**src/rtl/if_fetch_stage_pkg.sv**
```systemverilog
// rtl/if_fetch_stage_pkg.sv - shared widths, bubble encoding and fetch FSM states
package if_fetch_stage_pkg;

  localparam int WORD_SIZE = 16;

  // Undefined R-type func: the ID-stage decoder produces no control activity for it.
  localparam logic [15:0] BUBBLE_INST = 16'hF03F;

  typedef enum logic [1:0] {
    ST_IDLE   = 2'd0,
    ST_REQ    = 2'd1,
    ST_DRAIN  = 2'd2,
    ST_HALTED = 2'd3
  } fetch_state_e;

endpackage

```
**src/rtl/if_fetch_stage_if.sv**
```systemverilog
// rtl/if_fetch_stage_if.sv - instruction-memory read handshake bundle
interface if_fetch_stage_if #(
  parameter int WORD_SIZE = if_fetch_stage_pkg::WORD_SIZE
);

  logic                 i_mem_read;
  logic [WORD_SIZE-1:0] i_address;
  logic [WORD_SIZE-1:0] i_data;
  logic                 i_ready;

  modport master (output i_mem_read, output i_address, input i_data, input i_ready);
  modport slave  (input i_mem_read, input i_address, output i_data, output i_ready);

endinterface

```
**src/rtl/if_fetch_stage_skid.sv**
```systemverilog
// rtl/if_fetch_stage_skid.sv - one-entry inst/pc_next holding register for ID stalls
module fetch_skid_buffer #(
  parameter int WORD_SIZE = if_fetch_stage_pkg::WORD_SIZE
) (
  input  logic                 clk,
  input  logic                 reset_n,
  input  logic                 i_load,
  input  logic                 i_unload,
  input  logic                 i_clear,
  input  logic [WORD_SIZE-1:0] i_inst,
  input  logic [WORD_SIZE-1:0] i_pc_next,
  output logic                 o_valid,
  output logic [WORD_SIZE-1:0] o_inst,
  output logic [WORD_SIZE-1:0] o_pc_next
);

  logic                 r_valid;
  logic [WORD_SIZE-1:0] r_inst;
  logic [WORD_SIZE-1:0] r_pc_next;

  // Load wins over unload so a simultaneous unload+refill keeps the entry occupied.
  always_ff @(posedge clk or negedge reset_n) begin
    if (!reset_n) begin
      r_valid   <= 1'b0;
      r_inst    <= '0;
      r_pc_next <= '0;
    end else if (i_clear) begin
      r_valid <= 1'b0;
    end else if (i_load) begin
      r_valid   <= 1'b1;
      r_inst    <= i_inst;
      r_pc_next <= i_pc_next;
    end else if (i_unload) begin
      r_valid <= 1'b0;
    end
  end

  assign o_valid   = r_valid;
  assign o_inst    = r_inst;
  assign o_pc_next = r_pc_next;

endmodule

```
**src/rtl/if_fetch_stage.sv**
```systemverilog
// rtl/if_fetch_stage.sv - PC, instruction-memory request FSM and IF/ID register
module if_fetch_stage
  import if_fetch_stage_pkg::*;
#(
  parameter int                   WORD_SIZE = if_fetch_stage_pkg::WORD_SIZE,
  parameter logic [WORD_SIZE-1:0] RESET_PC  = '0
) (
  input  logic                 clk,
  input  logic                 reset_n,
  if_fetch_stage_if.master     imem,
  input  logic                 id_stall,
  input  logic                 redirect_valid,
  input  logic [WORD_SIZE-1:0] redirect_pc,
  input  logic                 halt,
  output logic [WORD_SIZE-1:0] if_id_inst,
  output logic [WORD_SIZE-1:0] if_id_pc_next,
  output logic                 if_id_valid,
  output logic [WORD_SIZE-1:0] fetch_count
);

  localparam logic [WORD_SIZE-1:0] W_BUBBLE = WORD_SIZE'(BUBBLE_INST);

  fetch_state_e         r_state, w_nxt_state;
  logic [WORD_SIZE-1:0] r_pc, w_pc_nxt, w_pc_inc;
  logic [WORD_SIZE-1:0] r_addr, w_addr_nxt;
  logic                 r_mem_read;
  logic                 r_halt_pend, w_halt_pend_nxt;

  logic [WORD_SIZE-1:0] r_inst, r_pc_next, r_count;
  logic                 r_valid;
  logic                 w_ifid_load, w_ifid_bubble;
  logic [WORD_SIZE-1:0] w_ifid_inst, w_ifid_pc_next;

  logic                 w_skid_load, w_skid_unload, w_skid_clear, w_skid_valid;
  logic [WORD_SIZE-1:0] w_skid_inst, w_skid_pc_next;

  assign w_pc_inc = r_pc + WORD_SIZE'(1);

  fetch_skid_buffer #(.WORD_SIZE(WORD_SIZE)) u_skid (
    .clk       (clk),
    .reset_n   (reset_n),
    .i_load    (w_skid_load),
    .i_unload  (w_skid_unload),
    .i_clear   (w_skid_clear),
    .i_inst    (imem.i_data),
    .i_pc_next (w_pc_inc),
    .o_valid   (w_skid_valid),
    .o_inst    (w_skid_inst),
    .o_pc_next (w_skid_pc_next)
  );

  always_ff @(posedge clk or negedge reset_n) begin
    if (!reset_n) r_state <= ST_IDLE;
    else          r_state <= w_nxt_state;
  end

  always_comb begin
    w_nxt_state     = r_state;
    w_pc_nxt        = r_pc;
    w_addr_nxt      = r_addr;
    w_halt_pend_nxt = r_halt_pend;
    w_skid_load     = 1'b0;
    w_skid_unload   = 1'b0;
    w_skid_clear    = 1'b0;
    w_ifid_load     = 1'b0;
    w_ifid_bubble   = 1'b0;
    w_ifid_inst     = imem.i_data;
    w_ifid_pc_next  = w_pc_inc;
    case (r_state)
      ST_IDLE: begin
        if (halt) begin
          w_skid_clear  = 1'b1;
          w_ifid_bubble = 1'b1;
          w_nxt_state   = ST_HALTED;
        end else if (redirect_valid) begin
          w_skid_clear  = 1'b1;
          w_ifid_bubble = 1'b1;
          w_pc_nxt      = redirect_pc;
          w_addr_nxt    = redirect_pc;
          w_nxt_state   = ST_REQ;
        end else begin
          if (!id_stall) begin
            if (w_skid_valid) begin
              w_skid_unload  = 1'b1;
              w_ifid_load    = 1'b1;
              w_ifid_inst    = w_skid_inst;
              w_ifid_pc_next = w_skid_pc_next;
            end else begin
              w_ifid_bubble = 1'b1;
            end
          end
          // Resume fetching only once the buffered word has somewhere to go.
          if (!id_stall || !w_skid_valid) begin
            w_addr_nxt  = r_pc;
            w_nxt_state = ST_REQ;
          end
        end
      end
      ST_REQ: begin
        if (halt) begin
          w_skid_clear  = 1'b1;
          w_ifid_bubble = 1'b1;
          if (imem.i_ready) begin
            w_nxt_state = ST_HALTED;
          end else begin
            w_halt_pend_nxt = 1'b1;
            w_nxt_state     = ST_DRAIN;
          end
        end else if (redirect_valid) begin
          w_skid_clear  = 1'b1;
          w_ifid_bubble = 1'b1;
          w_pc_nxt      = redirect_pc;
          if (imem.i_ready) w_addr_nxt  = redirect_pc;
          else              w_nxt_state = ST_DRAIN;
        end else begin
          if (!id_stall) begin
            if (w_skid_valid) begin
              w_skid_unload  = 1'b1;
              w_ifid_load    = 1'b1;
              w_ifid_inst    = w_skid_inst;
              w_ifid_pc_next = w_skid_pc_next;
            end else if (imem.i_ready) begin
              w_ifid_load = 1'b1;
            end else begin
              w_ifid_bubble = 1'b1;
            end
          end
          if (imem.i_ready) begin
            w_pc_nxt   = w_pc_inc;
            w_addr_nxt = w_pc_inc;
            if (id_stall || w_skid_valid) begin
              w_skid_load = 1'b1;
              w_nxt_state = ST_IDLE;
            end
          end
        end
      end
      ST_DRAIN: begin
        // IF/ID was flushed on entry and nothing is delivered while draining.
        w_ifid_bubble = 1'b1;
        if (halt) w_halt_pend_nxt = 1'b1;
        else if (redirect_valid && !r_halt_pend) w_pc_nxt = redirect_pc;
        if (imem.i_ready) begin
          if (halt || r_halt_pend) begin
            w_halt_pend_nxt = 1'b0;
            w_nxt_state     = ST_HALTED;
          end else begin
            w_addr_nxt  = redirect_valid ? redirect_pc : r_pc;
            w_nxt_state = ST_REQ;
          end
        end
      end
      ST_HALTED: begin
        w_ifid_bubble = 1'b1;
      end
      default: begin
        w_nxt_state = ST_IDLE;
      end
    endcase
  end

  always_ff @(posedge clk or negedge reset_n) begin
    if (!reset_n) begin
      r_pc        <= RESET_PC;
      r_addr      <= RESET_PC;
      r_mem_read  <= 1'b0;
      r_halt_pend <= 1'b0;
      r_inst      <= W_BUBBLE;
      r_pc_next   <= '0;
      r_valid     <= 1'b0;
      r_count     <= '0;
    end else begin
      r_pc        <= w_pc_nxt;
      r_addr      <= w_addr_nxt;
      r_mem_read  <= (w_nxt_state == ST_REQ) || (w_nxt_state == ST_DRAIN);
      r_halt_pend <= w_halt_pend_nxt;
      if (w_ifid_bubble) begin
        r_inst  <= W_BUBBLE;
        r_valid <= 1'b0;
      end else if (w_ifid_load) begin
        r_inst    <= w_ifid_inst;
        r_pc_next <= w_ifid_pc_next;
        r_valid   <= 1'b1;
        r_count   <= r_count + WORD_SIZE'(1);
      end
    end
  end

  assign imem.i_mem_read = r_mem_read;
  assign imem.i_address  = r_addr;
  assign if_id_inst      = r_inst;
  assign if_id_pc_next   = r_pc_next;
  assign if_id_valid     = r_valid;
  assign fetch_count     = r_count;

endmodule

```
**src/flat_wrapper.sv**
```systemverilog
// flat-port wrapper written by rule: the top's interface ports become plain ports
module if_fetch_stage_flat import if_fetch_stage_pkg::*;
#(
  parameter int                   WORD_SIZE = if_fetch_stage_pkg::WORD_SIZE,
  parameter logic [WORD_SIZE-1:0] RESET_PC  = '0
)
  (clk, reset_n, id_stall, redirect_valid, redirect_pc, halt, if_id_inst, if_id_pc_next, if_id_valid, fetch_count, imem_i_mem_read, imem_i_address, imem_i_data, imem_i_ready);
  if_fetch_stage_if #(.WORD_SIZE(WORD_SIZE)) imem_i ();
  input  logic clk;
  input  logic reset_n;
  input  logic id_stall;
  input  logic redirect_valid;
  input  logic [WORD_SIZE-1:0] redirect_pc;
  input  logic halt;
  output logic [WORD_SIZE-1:0] if_id_inst;
  output logic [WORD_SIZE-1:0] if_id_pc_next;
  output logic if_id_valid;
  output logic [WORD_SIZE-1:0] fetch_count;
  output wire logic [$bits(imem_i.i_mem_read)-1:0] imem_i_mem_read;
  output wire logic [$bits(imem_i.i_address)-1:0] imem_i_address;
  input wire logic [$bits(imem_i.i_data)-1:0] imem_i_data;
  input wire logic [$bits(imem_i.i_ready)-1:0] imem_i_ready;
  assign imem_i_mem_read = imem_i.i_mem_read;
  assign imem_i_address = imem_i.i_address;
  assign imem_i.i_data = imem_i_data;
  assign imem_i.i_ready = imem_i_ready;
  if_fetch_stage #(.WORD_SIZE(WORD_SIZE), .RESET_PC(RESET_PC)) u_core (.clk(clk), .reset_n(reset_n), .imem(imem_i), .id_stall(id_stall), .redirect_valid(redirect_valid), .redirect_pc(redirect_pc), .halt(halt), .if_id_inst(if_id_inst), .if_id_pc_next(if_id_pc_next), .if_id_valid(if_id_valid), .fetch_count(fetch_count));
endmodule
```
**config.mk**
```make
export PLATFORM = sky130hd
export DESIGN_NAME = if_fetch_stage_flat
export DESIGN_NICKNAME = d
export VERILOG_FILES = /design/src/rtl/if_fetch_stage_pkg.sv /design/src/rtl/if_fetch_stage_if.sv /design/src/rtl/if_fetch_stage_skid.sv /design/src/rtl/if_fetch_stage.sv /design/src/flat_wrapper.sv
export SDC_FILE = /design/constraint.sdc
export NUM_CORES = 1
export LEC_CHECK = 0
export CORE_ASPECT_RATIO = 0.7
export CORE_MARGIN = 5
export CORE_UTILIZATION = 45
export CTS_CLUSTER_SIZE = 24
export DETAILED_ROUTE_END_ITERATION = 16
export GPL_ROUTABILITY_DRIVEN = 0
export PLACE_DENSITY = 0.82
export SLEW_MARGIN = 20
export SYNTH_ARGS = -nofsm -noshare
export SYNTH_HDL_FRONTEND = slang
export SYNTH_HIERARCHICAL = 1
export SYNTH_SLANG_ARGS = --single-unit
```
**constraint.sdc**
```tcl
create_clock -name clk -period 2.3 [get_ports clk]
set_input_delay 0.46 -clock clk [delete_from_list [all_inputs] [get_ports clk]]
set_output_delay 0.46 -clock clk [all_outputs]
set_load 0.02 [all_outputs]
```
; ---- Yosys cells after proc, flatten, opt, wreduce, memory -nomap -nowiden
; Cells that the tools add are included.
[classes]
n_eq_ne = 16
n_mux = 81
n_bitwise = 2
reduce_logical = 20
addsub = 2
[ops]
columns = operator, n
row1 = $mux 16, 27
row2 = $pmux 16 s3, 2
row3 = $mux 1, 38
row4 = $add 16x1->16 const B, 2
row5 = $mux 2, 10
row6 = $ne 2x2->1 const B, 8
row7 = $reduce_and 7->1, 1
row8 = $eq 2x2->1 const B, 3
row9 = $pmux 2 s3, 1
row10 = $reduce_and 6->1, 1
row11 = $reduce_bool 3->1, 2
row12 = $eq 2x1->1 const B, 2
row13 = $logic_or 1x1->1, 4
row14 = $pmux 1 s2, 2
row15 = $reduce_and 2->1, 2
row16 = $reduce_bool 2->1, 2
row17 = $reduce_or 2->1, 2
row18 = $logic_not 1->1, 3
row19 = $ne 3x2->1 const B, 1
row20 = $ne 3x3->1 const B, 1
row21 = $pmux 1 s3, 1
row22 = $reduce_and 3->1, 1
row23 = $logic_not 2->1, 1
row24 = $ne 2x1->1 const B, 1
row25 = other kinds (2), 3
[totals]
output_inout_bits = 66
in_bits = 38
reg_bits = 118

; ---- Logic depth before layout (Yosys ltp)
; Gate-level depths: netlist (run 1).
[depth]
depth_word = 8
depth_mapped = 10
mapped_depth_nobuf = 8

; ---- Hierarchy
; Netlist (run 1), hierarchy kept.
[by_module_without_submodules]
columns = mod, area_each_um2, n_inst, cells_each, seq_area_each_um2
row1 = if_fetch_stage, 4929.7, 1, 575, 2139.6
row2 = fetch_skid_buffer, 1398.8, 1, 73, 825.8

; ---- Worst setup path after synthesis (run 1)
; Ideal clock, no wire load.
[synth_path]
path_kind = reg2reg
from = reg u_core.r_state[1]
to = reg u_core.r_pc[10]
setup_time_ns = 0.123
required_ns = 2.177
arrival_time_ns = 2.198
path_stages_with_launch = 9
setup_slack_ns = -0.021
path_buffers = 1
path_cell_list = dfrtp_1 inv_1 ha_1 clkbuf_1 or2_2 a21oi_1 nand2_1 or3_1 o221a_2
[synth_via]
elab_chain_cells = 3
elab_cells_between_ends = 11
[synth_lines]
columns = item, line
row1 = "start, declared", if_fetch_stage.sv:23  ; fetch_state_e r_state, w_nxt_state;
row2 = "start signal, assigned", if_fetch_stage.sv:54  ; else r_state <= w_nxt_state;
row3 = $eq 2x1->1 (tied with other cells), if_fetch_stage.sv:69  ; case (r_state)
row4 = $ne 3x3->1 (no source line) (tied with other cells), n/a
row5 = $reduce_and 6->1 (no source line), n/a
row6 = "end signal, assigned", if_fetch_stage.sv:173  ; r_pc <= w_pc_nxt;
row7 = "end, declared", if_fetch_stage.sv:24  ; logic [WORD_SIZE-1:0] r_pc, w_pc_nxt, w_pc_inc;
; Parallel ways exist; a longest one is shown, timed or not.
; A chain may end at the register's enable or synchronous reset.

; ---- Worst setup path in the final report (run 1)
[layout_path]
from = reg u_core.r_state[1]
to = reg u_core.r_pc[14]
; The elaborated chain is that of the path after synthesis.

==> results of run 1 <==
what timing repair did:
item,in CTS,in global routing
setup endpoints to repair,0,21
buffers inserted,0,4
resized for setup,0,10
final cells by class:
class                      instances  area share
multi-input combinational        471       0.359
sequential                       118       0.342
timing repair buffer             170       0.192
clock buffer                      20      0.0538
tap                              190      0.0274
clock inverter                    12      0.0192
inverter                          15     0.00692
power groups by stage:
stage,clock [mW],combinational [mW],sequential (mW)
6_report,2.82,4.85,3.20
5_1_grt,2.97,5.25,3.27
4_1_cts,2.87,4.69,3.18
3_5_place_dp,0,4.63,3.19
3_3_place_gp,0,4.53,3.17
2_1_floorplan,0,2.69,3.32
stage by stage:
step / TNS (ps) / setup slack, ps / instances / power (mW)
final: 0 / 72.8 / 996 / 10.9
after global routing: -76.9 / -29.5 / 996 / 11.5
after CTS: 0 / 121 / 992 / 10.7
after detailed placement: -8570 / -244 / 960 / 7.82
after global placement: -5480 / -211 / 960 / 7.70
after floorplan: 0 / 17.9 / 648 / 6.02
layout by cell type, fill, tap and decap left out, types with 20 or more instances in the layout:
master / n
dfrtp_1: 108
xnor2_1: 21
buf_4: 57
xor2_1: 20
clkdlybuf4s50_1: 102
mux2_4: 30
a21oi_1: 25
o21ai_0: 45
nor2_1: 59
nand2_1: 100
cell families (layout without fill, tap and decap cells):
logic type	Yosys count	count (layout)	share of synthesized area
AND/OR/NAND/NOR	238	238	0.175
XOR/XNOR	41	41	0.0567
AO/OA/AOI/OAI	133	133	0.132
flip-flops	118	118	0.469
multiplexers	52	52	0.107
buffers and inverters	59	217	0.0473
adder cells (fa/ha/maj)	7	7	0.0138
synth_stat cells (all sizes together) (2+ instances only):
cell type | count | area share
nand2 | 100 | 0.059
buf | 13 | 0.020
o221a | 2 | 0.0036
mux2 | 34 | 0.078
or2 | 4 | 0.0040
dfstp | 10 | 0.042
nor2 | 61 | 0.037
a22o | 3 | 0.0042
nor3 | 13 | 0.011
nor2b | 2 | 0.0032
xor2 | 20 | 0.028
mux2i | 18 | 0.028
nand4 | 11 | 0.011
nor4 | 15 | 0.017
nor3b | 2 | 0.0024
or3 | 2 | 0.0020
nand2b | 5 | 0.0049
a31oi | 16 | 0.016
a21oi | 26 | 0.021
inv | 14 | 0.0083
o22ai | 2 | 0.0020
a21o | 4 | 0.0047
o211ai | 4 | 0.0047
o31ai | 8 | 0.0095
a222oi | 2 | 0.0032
nand3 | 14 | 0.012
xnor2 | 21 | 0.029
a211o | 2 | 0.0028
clkbuf | 31 | 0.019
o32a | 2 | 0.0032
or4 | 3 | 0.0047
dfrtp | 108 | 0.43
o21ai | 45 | 0.036
a211oi | 5 | 0.0059
and2 | 3 | 0.0030
a221oi | 3 | 0.0042
a32oi | 2 | 0.0028
ha | 7 | 0.014
metal layers:
metal,GRT usage,up-vias,share of wire
met5,0,-,0
met2,0.336,224,0.46
li1,-,2579,-
met4,0.0577,0,0.013
met3,0.0590,24,0.074
met1,0.302,2662,0.45
flip-flops by register name, summed over array words and instances (netlist names):
register and cells:
u_core/r_halt_pend 1, u_core/u_skid/o_pc_next 16, u_core/r_pc 16, u_core/imem.i_address 16
u_core/u_skid/o_valid 1, u_core/if_id_pc_next 16, u_core/if_id_inst 16, u_core/r_state 2
u_core/u_skid/o_inst 16, u_core/if_id_valid 1, u_core/imem.i_mem_read 1, u_core/fetch_count 16
worst max-delay path by stage:
stage	from	end	slack, ps	cells past startpoint
floorplan	u_core/r_state[1]	u_core/fetch_count[15]	20	8
global placement	redirect_valid	u_core/fetch_count[15]	-210	6
detailed placement	redirect_valid	u_core/fetch_count[15]	-240	6
CTS	u_core/r_state[0]	u_core/fetch_count[15]	120	7
global route	u_core/r_state[0]	u_core/if_id_pc_next[3]	-30	9
finish	u_core/r_state[1]	u_core/r_pc[14]	70	9
==> tab_implementation.tex, run 1 <==
\begin{tabular}{lr}
\hline
Metric & Value \\
\hline
\multicolumn{2}{l}{\textbf{Clock network}} \\
\quad Worst-Skew Late Latency & 420 ps \\
\quad TritonCTS sink count & 118 \\
\quad Number of levels in the clock H-tree & 4 \\
\quad Hold buffer count at CTS & 0 \\
\quad Clock tree from TritonCTS & built \\
\quad Clock transition at the register clock pins on the worst setup and hold paths after CTS & 60 ps \\
\quad Root buf cell & clkbuf\_16 \\
\quad Maximum buffer depth of the clock tree & 2 \\
\quad Total CTS buffers & 17 \\
\multicolumn{2}{l}{\textbf{Synthesis}} \\
\quad Net count after synthesis & 693 \\
\quad Post-synth cell types & 62 \\
\quad Most used DFF post-synth & dfrtp\_1 \\
\quad Number of flops mapped to enable cells by yosys & 0 \\
\quad Share of synthesized area occupied by flip-flops and latches & 0.469 \\
\quad Fraction of registers with async set or reset after synthesis & 1.00 \\
\quad Flip-flop and latch count after synthesis & 118 \\
\quad Post-Synthesis Cells & 648 \\
\quad Warnings, synthesis & 6 \\
\quad Mapped cell area & 6330 um\^{}2 \\
\quad Synthesized area per cell & 9.77 um\^{}2 \\
\multicolumn{2}{l}{\textbf{Final layout}} \\
\quad Area occupied by multi-input gates & 3110 um\^{}2 \\
\quad Sequential cell area & 2970 um\^{}2 \\
\quad Fillcell total & 1125 \\
\quad Post-Layout Inst Area & 8680 um\^{}2 \\
\quad Final core utilization & 0.625 \\
\quad Number of antenna repair diodes & 0 \\
\quad Total number of nets in the final design & 838 \\
\quad Proportion of layout cells with a drive suffix above 1 & 0.206 \\
\quad Synth-to-layout area growth & 37.1\% \\
\multicolumn{2}{l}{\textbf{Pwr}} \\
\quad Pwr per Cell Area & 1250 nW/um\^{}2 \\
\quad Switching share of power & 0.378 \\
\quad Part of the power in combinational logic & 0.446 \\
\quad NetSw & 4.11 mW \\
\quad Worst vdd rail ir drop & 709 uV \\
\quad Internal power summed over all cells & 6.76 mW \\
\quad Sequential fraction of design power & 0.294 \\
\quad Clock share of power & 0.260 \\
\quad Leakage Power & 3.79 nW \\
\multicolumn{2}{l}{\textbf{Outcome}} \\
\quad Status & complete, no violations \\
\multicolumn{2}{l}{\textbf{Setup path}} \\
\quad Slowest-stage cell, CP & dfrtp\_1 \\
\quad Arrival @ worst endpoint & 2580 ps \\
\quad Worst setup EP type & flop \\
\quad Worst EP required & 2650 ps \\
\quad Critical setup path kind & flop to flop \\
\quad Register-to-Register Setup Slack & 70 ps \\
\quad Critical R2R Capture & u\_core/r\_pc[14] \\
\quad Type of element launching the critical path & flop \\
\quad List of cells traversed by the critical path & inv\_1, ha\_1, buf\_4, clkinvlp\_4, buf\_4, o211ai\_1, nand2\_1, a211oi\_1, o32a\_1 \\
\quad Highest net fanout along the worst path & 9 \\
\quad Largest incremental delay on the critical path & 390 ps \\
\quad Most frequent CP cell & buf\_4 \\
\quad Worst reg2reg path depth & 9 \\
\quad Buffers and inverters on the worst path & 4 \\
\quad Kind of cell adding the most delay to the critical path & buffers and inverters \\
\quad Beginning of the worst register-to-register path & u\_core/r\_state[1] \\
\multicolumn{2}{l}{\textbf{STA}} \\
\quad Relative max-transition margin & 0.658 \\
\quad Final setup violation count & 0 \\
\quad Transition time at the pin with the least slew margin & 513 ps \\
\quad Final cycle utilization of the critical path & 0.968 \\
\quad Number of pins with negative max-slew slack in the final report & 0 \\
\quad Post-layout min period & 2230 ps \\
\quad Hold\_ws & 19.1 ps \\
\quad Post-route clock skew & 10.4 ps \\
\quad Final Hold Violating Endpoints & 0 \\
\quad Upper clock frequency limit & 449 MHz \\
\multicolumn{2}{l}{\textbf{GRT}} \\
\quad Congestion Overflow GR & 0 \\
\quad Gr usage total & 0.217 \\
\quad Initial antenna violation count & 0 \\
\quad Pin count of the biggest net entering global routing & 38 \\
\quad Via count of the first global-routing pass & 5356 \\
\quad Global-route wire length before repair & 27900 um \\
\multicolumn{2}{l}{\textbf{Job}} \\
\quad MaxCap Viol Count & 0 \\
\multicolumn{2}{l}{\textbf{Drt}} \\
\quad Overall via count from detail\_route & 5489 \\
\quad Ratio of routed vias to standard cells & 5.51 \\
\quad Violation count after the first detailed-routing iteration & 477 \\
\quad Routed wire per std cell & 17.6 um \\
\quad Final ANT Viol Nets & 0 \\
\quad DRC violation count after routing & 0 \\
\quad Detailed-routing iteration count for the pre-antenna-repair pass & 5 \\
\quad Detailed-route wire length & 17600 um \\
\multicolumn{2}{l}{\textbf{Placement}} \\
\quad Instance area after placement & 7970 um\^{}2 \\
\quad Half-perimeter wire length after detailed placement & 12100 um \\
\quad Number of port buffers & 103 \\
\multicolumn{2}{l}{\textbf{Floorplanning}} \\
\quad Total Die Area & 16600 um\^{}2 \\
\quad Row Count & 36 \\
\quad Vert. Die Dim & 109 um \\
\quad Area of the core & 13900 um\^{}2 \\
\quad I/O pin cnt & 104 \\
\quad Die outline width & 152 um \\
\quad Starting density of the core & 0.456 \\
\multicolumn{2}{l}{\textbf{Worst hold path}} \\
\quad Worst hold path class & input pin to async pin \\
\hline
\end{tabular}
Note: power is estimated with default switching activity, not from simulation.
==> run 2: changes to the inputs <==
--- a/config.mk
+++ b/config.mk
@@ -5,13 +5,14 @@
 export SDC_FILE = /design/constraint.sdc
 export NUM_CORES = 1
 export LEC_CHECK = 0
+export ABC_AREA = 1
 export CORE_ASPECT_RATIO = 0.7
 export CORE_MARGIN = 5
 export CORE_UTILIZATION = 45
 export CTS_CLUSTER_SIZE = 24
 export DETAILED_ROUTE_END_ITERATION = 16
 export GPL_ROUTABILITY_DRIVEN = 0
-export PLACE_DENSITY = 0.82
+export PLACE_DENSITY = 0.79
 export SLEW_MARGIN = 20
 export SYNTH_ARGS = -nofsm -noshare
 export SYNTH_HDL_FRONTEND = slang
==> constraint.sdc (replaced) <==
create_clock -name clk -period 2.15 [get_ports clk]
set_input_delay 0.43 -clock clk [delete_from_list [all_inputs] [get_ports clk]]
set_output_delay 0.43 -clock clk [all_outputs]
set_load 0.02 [all_outputs]
==> run 2 against run 1 <==
Critical path depth shrank 1; global-route usage increased by 0.59 points; design area is 1.8% lower; sequential share of layout area grew 0.64 points; area after synthesis increased by 2.8%; routed wire length grew 7.0%; register-to-register slack better by 60 ps; sequential cell count is the same; worst setup slack improved by 55 ps; non-clock buffer count down 31; core utilization decreased by 1.9 points; first-iteration DRC count grew 29%; critical path type unchanged; critical endpoint is now u_core/imem.i_address[8]; largest cell class unchanged; highest routed layer unchanged.
==> tab_implementation.tex, run 2 <==
\begin{tabular}{lr}
\hline
Metric & Value \\
\hline
\multicolumn{2}{l}{\textbf{Outcome}} \\
\quad Status & complete, no violations \\
\multicolumn{2}{l}{\textbf{STA}} \\
\quad RSZ-0062 raised after global routing & false \\
\quad Transition time at the pin with the least slew margin & 374 ps (-140 ps) \\
\quad Final setup violation count & 0 (unchanged) \\
\quad Post-layout min period & 2020 ps (-205 ps) \\
\quad Number of pins with negative max-slew slack in the final report & 0 (unchanged) \\
\quad Final setup TNS & 0 ps (unchanged) \\
\quad Relative max-transition margin & 0.749 (+0.0911) \\
\quad Post-route clock skew & 11.2 ps (+0.849 ps) \\
\quad Hold\_ws & 478 ps (+459 ps) \\
\quad Least setup slack across all paths after layout & 128 ps (+55.5 ps) \\
\quad Final cycle utilization of the critical path & 0.940 (-0.0280) \\
\quad Upper clock frequency limit & 495 MHz (+10\%) \\
\quad Final Hold Violating Endpoints & 0 (unchanged) \\
\multicolumn{2}{l}{\textbf{GRT}} \\
\quad Gr usage total & 0.223 (+0.00586) \\
\quad Pin count of the biggest net entering global routing & 50 (+32\%) \\
\quad Initial antenna violation count & 0 (unchanged) \\
\quad Global-route wire length before repair & 31400 um (+12\%) \\
\quad Congestion Overflow GR & 0 (unchanged) \\
\quad Via count of the first global-routing pass & 6331 (+18\%) \\
\multicolumn{2}{l}{\textbf{Pwr}} \\
\quad Worst vdd rail ir drop & 774 uV (+9.2\%) \\
\quad Leakage Power & 4.07 nW (+7.6\%) \\
\quad Pwr per Cell Area & 1360 nW/um\^{}2 (+8.5\%) \\
\quad PnR Total Power & 11.6 mW (+6.5\%) \\
\multicolumn{2}{l}{\textbf{Setup path}} \\
\quad Largest incremental delay on the critical path & 420 ps (+30 ps) \\
\quad List of cells traversed by the critical path & inv\_1, ha\_1, inv\_1, o211ai\_1, nor2\_4, inv\_2, a21oi\_1, a21oi\_1 \\
\quad Type of element launching the critical path & flop \\
\quad Critical setup path kind & flop to flop \\
\quad Worst EP required & 2480 ps (-170 ps) \\
\quad Highest net fanout along the worst path & 14 (+5) \\
\quad Register-to-Register Setup Slack & 130 ps (+60 ps) \\
\quad Beginning of the worst register-to-register path & u\_core/r\_state[0] \\
\quad Worst setup EP type & flop \\
\quad Start point of the critical path & u\_core/r\_state[0] \\
\quad Arrival @ worst endpoint & 2350 ps (-230 ps) \\
\quad Slowest-stage cell, CP & dfrtp\_1 \\
\multicolumn{2}{l}{\textbf{Synthesis}} \\
\quad Synthesized area per cell & 7.59 um\^{}2 (-22\%) \\
\quad Warnings, synthesis & 6 (unchanged) \\
\quad Post-Synthesis Cells & 857 (+32\%) \\
\quad Fraction of synthesized cell area taken by the top area cell type & 0.416 (-0.0115) \\
\quad Post-synth top cells & nand2\_1, dfrtp\_1, a21oi\_1 \\
\quad Top cells by area in the synthesized netlist & dfrtp\_1, nand2\_1, a21oi\_1 \\
\quad Fraction of registers with async set or reset after synthesis & 1.00 (unchanged) \\
\quad Number of flops mapped to enable cells by yosys & 0 (unchanged) \\
\quad Share of synthesized area occupied by flip-flops and latches & 0.456 (-0.0126) \\
\quad Post-synth cell types & 36 (-42\%) \\
\quad Net count after synthesis & 902 (+30\%) \\
\quad Most used DFF post-synth & dfrtp\_1 \\
\quad Flip-flop and latch count after synthesis & 118 (unchanged) \\
\quad Cell accounting for the most synthesized area & dfrtp\_1 \\
\quad Cell with the most instances after synthesis & nand2\_1 \\
\quad Mapped cell area & 6500 um\^{}2 (+2.8\%) \\
\multicolumn{2}{l}{\textbf{Floorplanning}} \\
\quad Die outline width & 154 um (+1.3\%) \\
\quad Vert. Die Dim & 111 um (+1.2\%) \\
\quad Row Count & 36 (unchanged) \\
\quad Total Die Area & 17000 um\^{}2 (+2.5\%) \\
\quad I/O pin cnt & 104 (unchanged) \\
\quad Starting density of the core & 0.463 (+0.00662) \\
\quad Area of the core & 14100 um\^{}2 (+1.3\%) \\
\multicolumn{2}{l}{\textbf{Worst hold path}} \\
\quad Worst hold path class & input pin to async pin \\
\multicolumn{2}{l}{\textbf{Placement}} \\
\quad Number of port buffers & 103 (unchanged) \\
\quad Worst slack, placed & -91.1 ps (+153 ps) \\
\quad DP Cell Count & 1143 (+19\%) \\
\quad Half-perimeter wire length after detailed placement & 12800 um (+5.7\%) \\
\quad Instance area after placement & 7880 um\^{}2 (-1.1\%) \\
\multicolumn{2}{l}{\textbf{Final layout}} \\
\quad Proportion of layout cells with a drive suffix above 1 & 0.115 (-0.0914) \\
\quad Number of antenna repair diodes & 0 (unchanged) \\
\quad Most frequent cells in the layout & nand2\_1, dfrtp\_1, clkdlybuf4s50\_1 \\
\quad Most common cell after layout, fill and taps aside & nand2\_1 \\
\quad Final core utilization & 0.606 (-0.0193) \\
\quad Post-Layout Inst Area & 8520 um\^{}2 (-1.8\%) \\
\quad Synth-to-layout area growth & 31.0\% \\
\quad Finished Layout Cells & 1176 (+18\%) \\
\quad Total number of nets in the final design & 1018 (+21\%) \\
\multicolumn{2}{l}{\textbf{Drt}} \\
\quad Detailed-route wire length & 18800 um (+7.0\%) \\
\quad DRC violation count after routing & 0 (unchanged) \\
\quad Violation count after the first detailed-routing iteration & 613 (+29\%) \\
\quad Ratio of routed vias to standard cells & 5.45 (-1.1\%) \\
\quad Overall via count from detail\_route & 6412 (+17\%) \\
\quad Routed wire per std cell & 16.0 um (-9.4\%) \\
\quad Final ANT Viol Nets & 0 (unchanged) \\
\quad Detailed-routing iteration count for the pre-antenna-repair pass & 5 (unchanged) \\
\multicolumn{2}{l}{\textbf{Clock network}} \\
\quad TritonCTS sink count & 118 (unchanged) \\
\quad Clock tree from TritonCTS & built \\
\quad Worst-Skew Late Latency & 410 ps (about the same) \\
\quad Number of levels in the clock H-tree & 4 (unchanged) \\
\quad Maximum buffer depth of the clock tree & 2 (unchanged) \\
\quad Root buf cell & clkbuf\_16 \\
\quad Clock transition at the register clock pins on the worst setup and hold paths after CTS & 60 ps (about the same) \\
\quad Total CTS buffers & 17 (unchanged) \\
\quad Number of buffers inserted by post-CTS setup repair & 0 (unchanged) \\
\multicolumn{2}{l}{\textbf{Job}} \\
\quad MaxCap Viol Count & 0 (unchanged) \\
\hline
\end{tabular}
-- run 2: changes by cell type after synthesis, sizes merged, moves of 9 or more --
cell    previous run  this run
mux2              34         0
nand3             14        59
inv               14        52
a21oi             26        98
nor2              61        95
nor3              13         4
a31oi             16         5
nor4              15         0
nand2            100       283
mux2i             18         6
xnor2             21         4
clkbuf            31         9
buf               13        33
-- run 2: report_power, final --
group	leakage, nW	switching (mW)	internal [mW]
registers	1.49	0.559	2.94
logic	2.28	3.14	2.00
clock network	0.298	0.986	1.96
total	4.07	4.68	6.90
-- run 2: what timing repair did --
action / CTS / global route
hold buffers: 1 / 0
gates resized for setup: 0 / 5
endpoints found under the hold margin: 22 / 0
setup endpoints to repair: 0 / 52
-- run 2: cell families after synthesis --
group	after synthesis	share of synthesized area
XOR/XNOR	18	0.0242
adder cells (fa/ha/maj)	7	0.0135
AO/OA/AOI/OAI	156	0.127
buffers and inverters	94	0.0698
AND/OR/NAND/NOR	458	0.300
multiplexers	6	0.00923
flip-flops	118	0.456
-- run 2: routing by layer --
metal  track usage  routed length, um  vias up
met2         0.338               8380      289
met1         0.310               8470     3057
met5             0                  0        -
met4        0.0729                334        0
li1              -                  -     3034
met3        0.0594               1620       32
-- run 2: critical path, delay by kind of cell (launching register included) --
family | cells | cell delay (ps)
and+or+nand+nor | 1 | 90
adders and majority gates | 1 | 290
buffers and inverters | 3 | 560
DFF | 1 | 420
AOI/OAI and AO/OA | 3 | 570
-- run 2: layout make-up --
class,count,area (um^2)
clock buffers,22,454
repair buffers,139,1410
fillers,1240,5540
multi-input cells,645,3110
clock inverters,10,153
well taps,190,238
inverters,52,195
flip-flops and latches,118,2970
-- run 2: path summary, 6_finish.rpt --
| kind | cells after the start | end |
|---|---|---|
| max | 8 | u_core/imem.i_address[8] |
| min | 2 | u_core/r_halt_pend |
| max reg2reg | 8 | u_core/imem.i_address[8] |
| min reg2reg | 2 | u_core/u_skid/o_pc_next[12] |
| max in group asynchronous | 3 | u_core/if_id_inst[0] |
| min in group clk | 2 | u_core/u_skid/o_pc_next[12] |
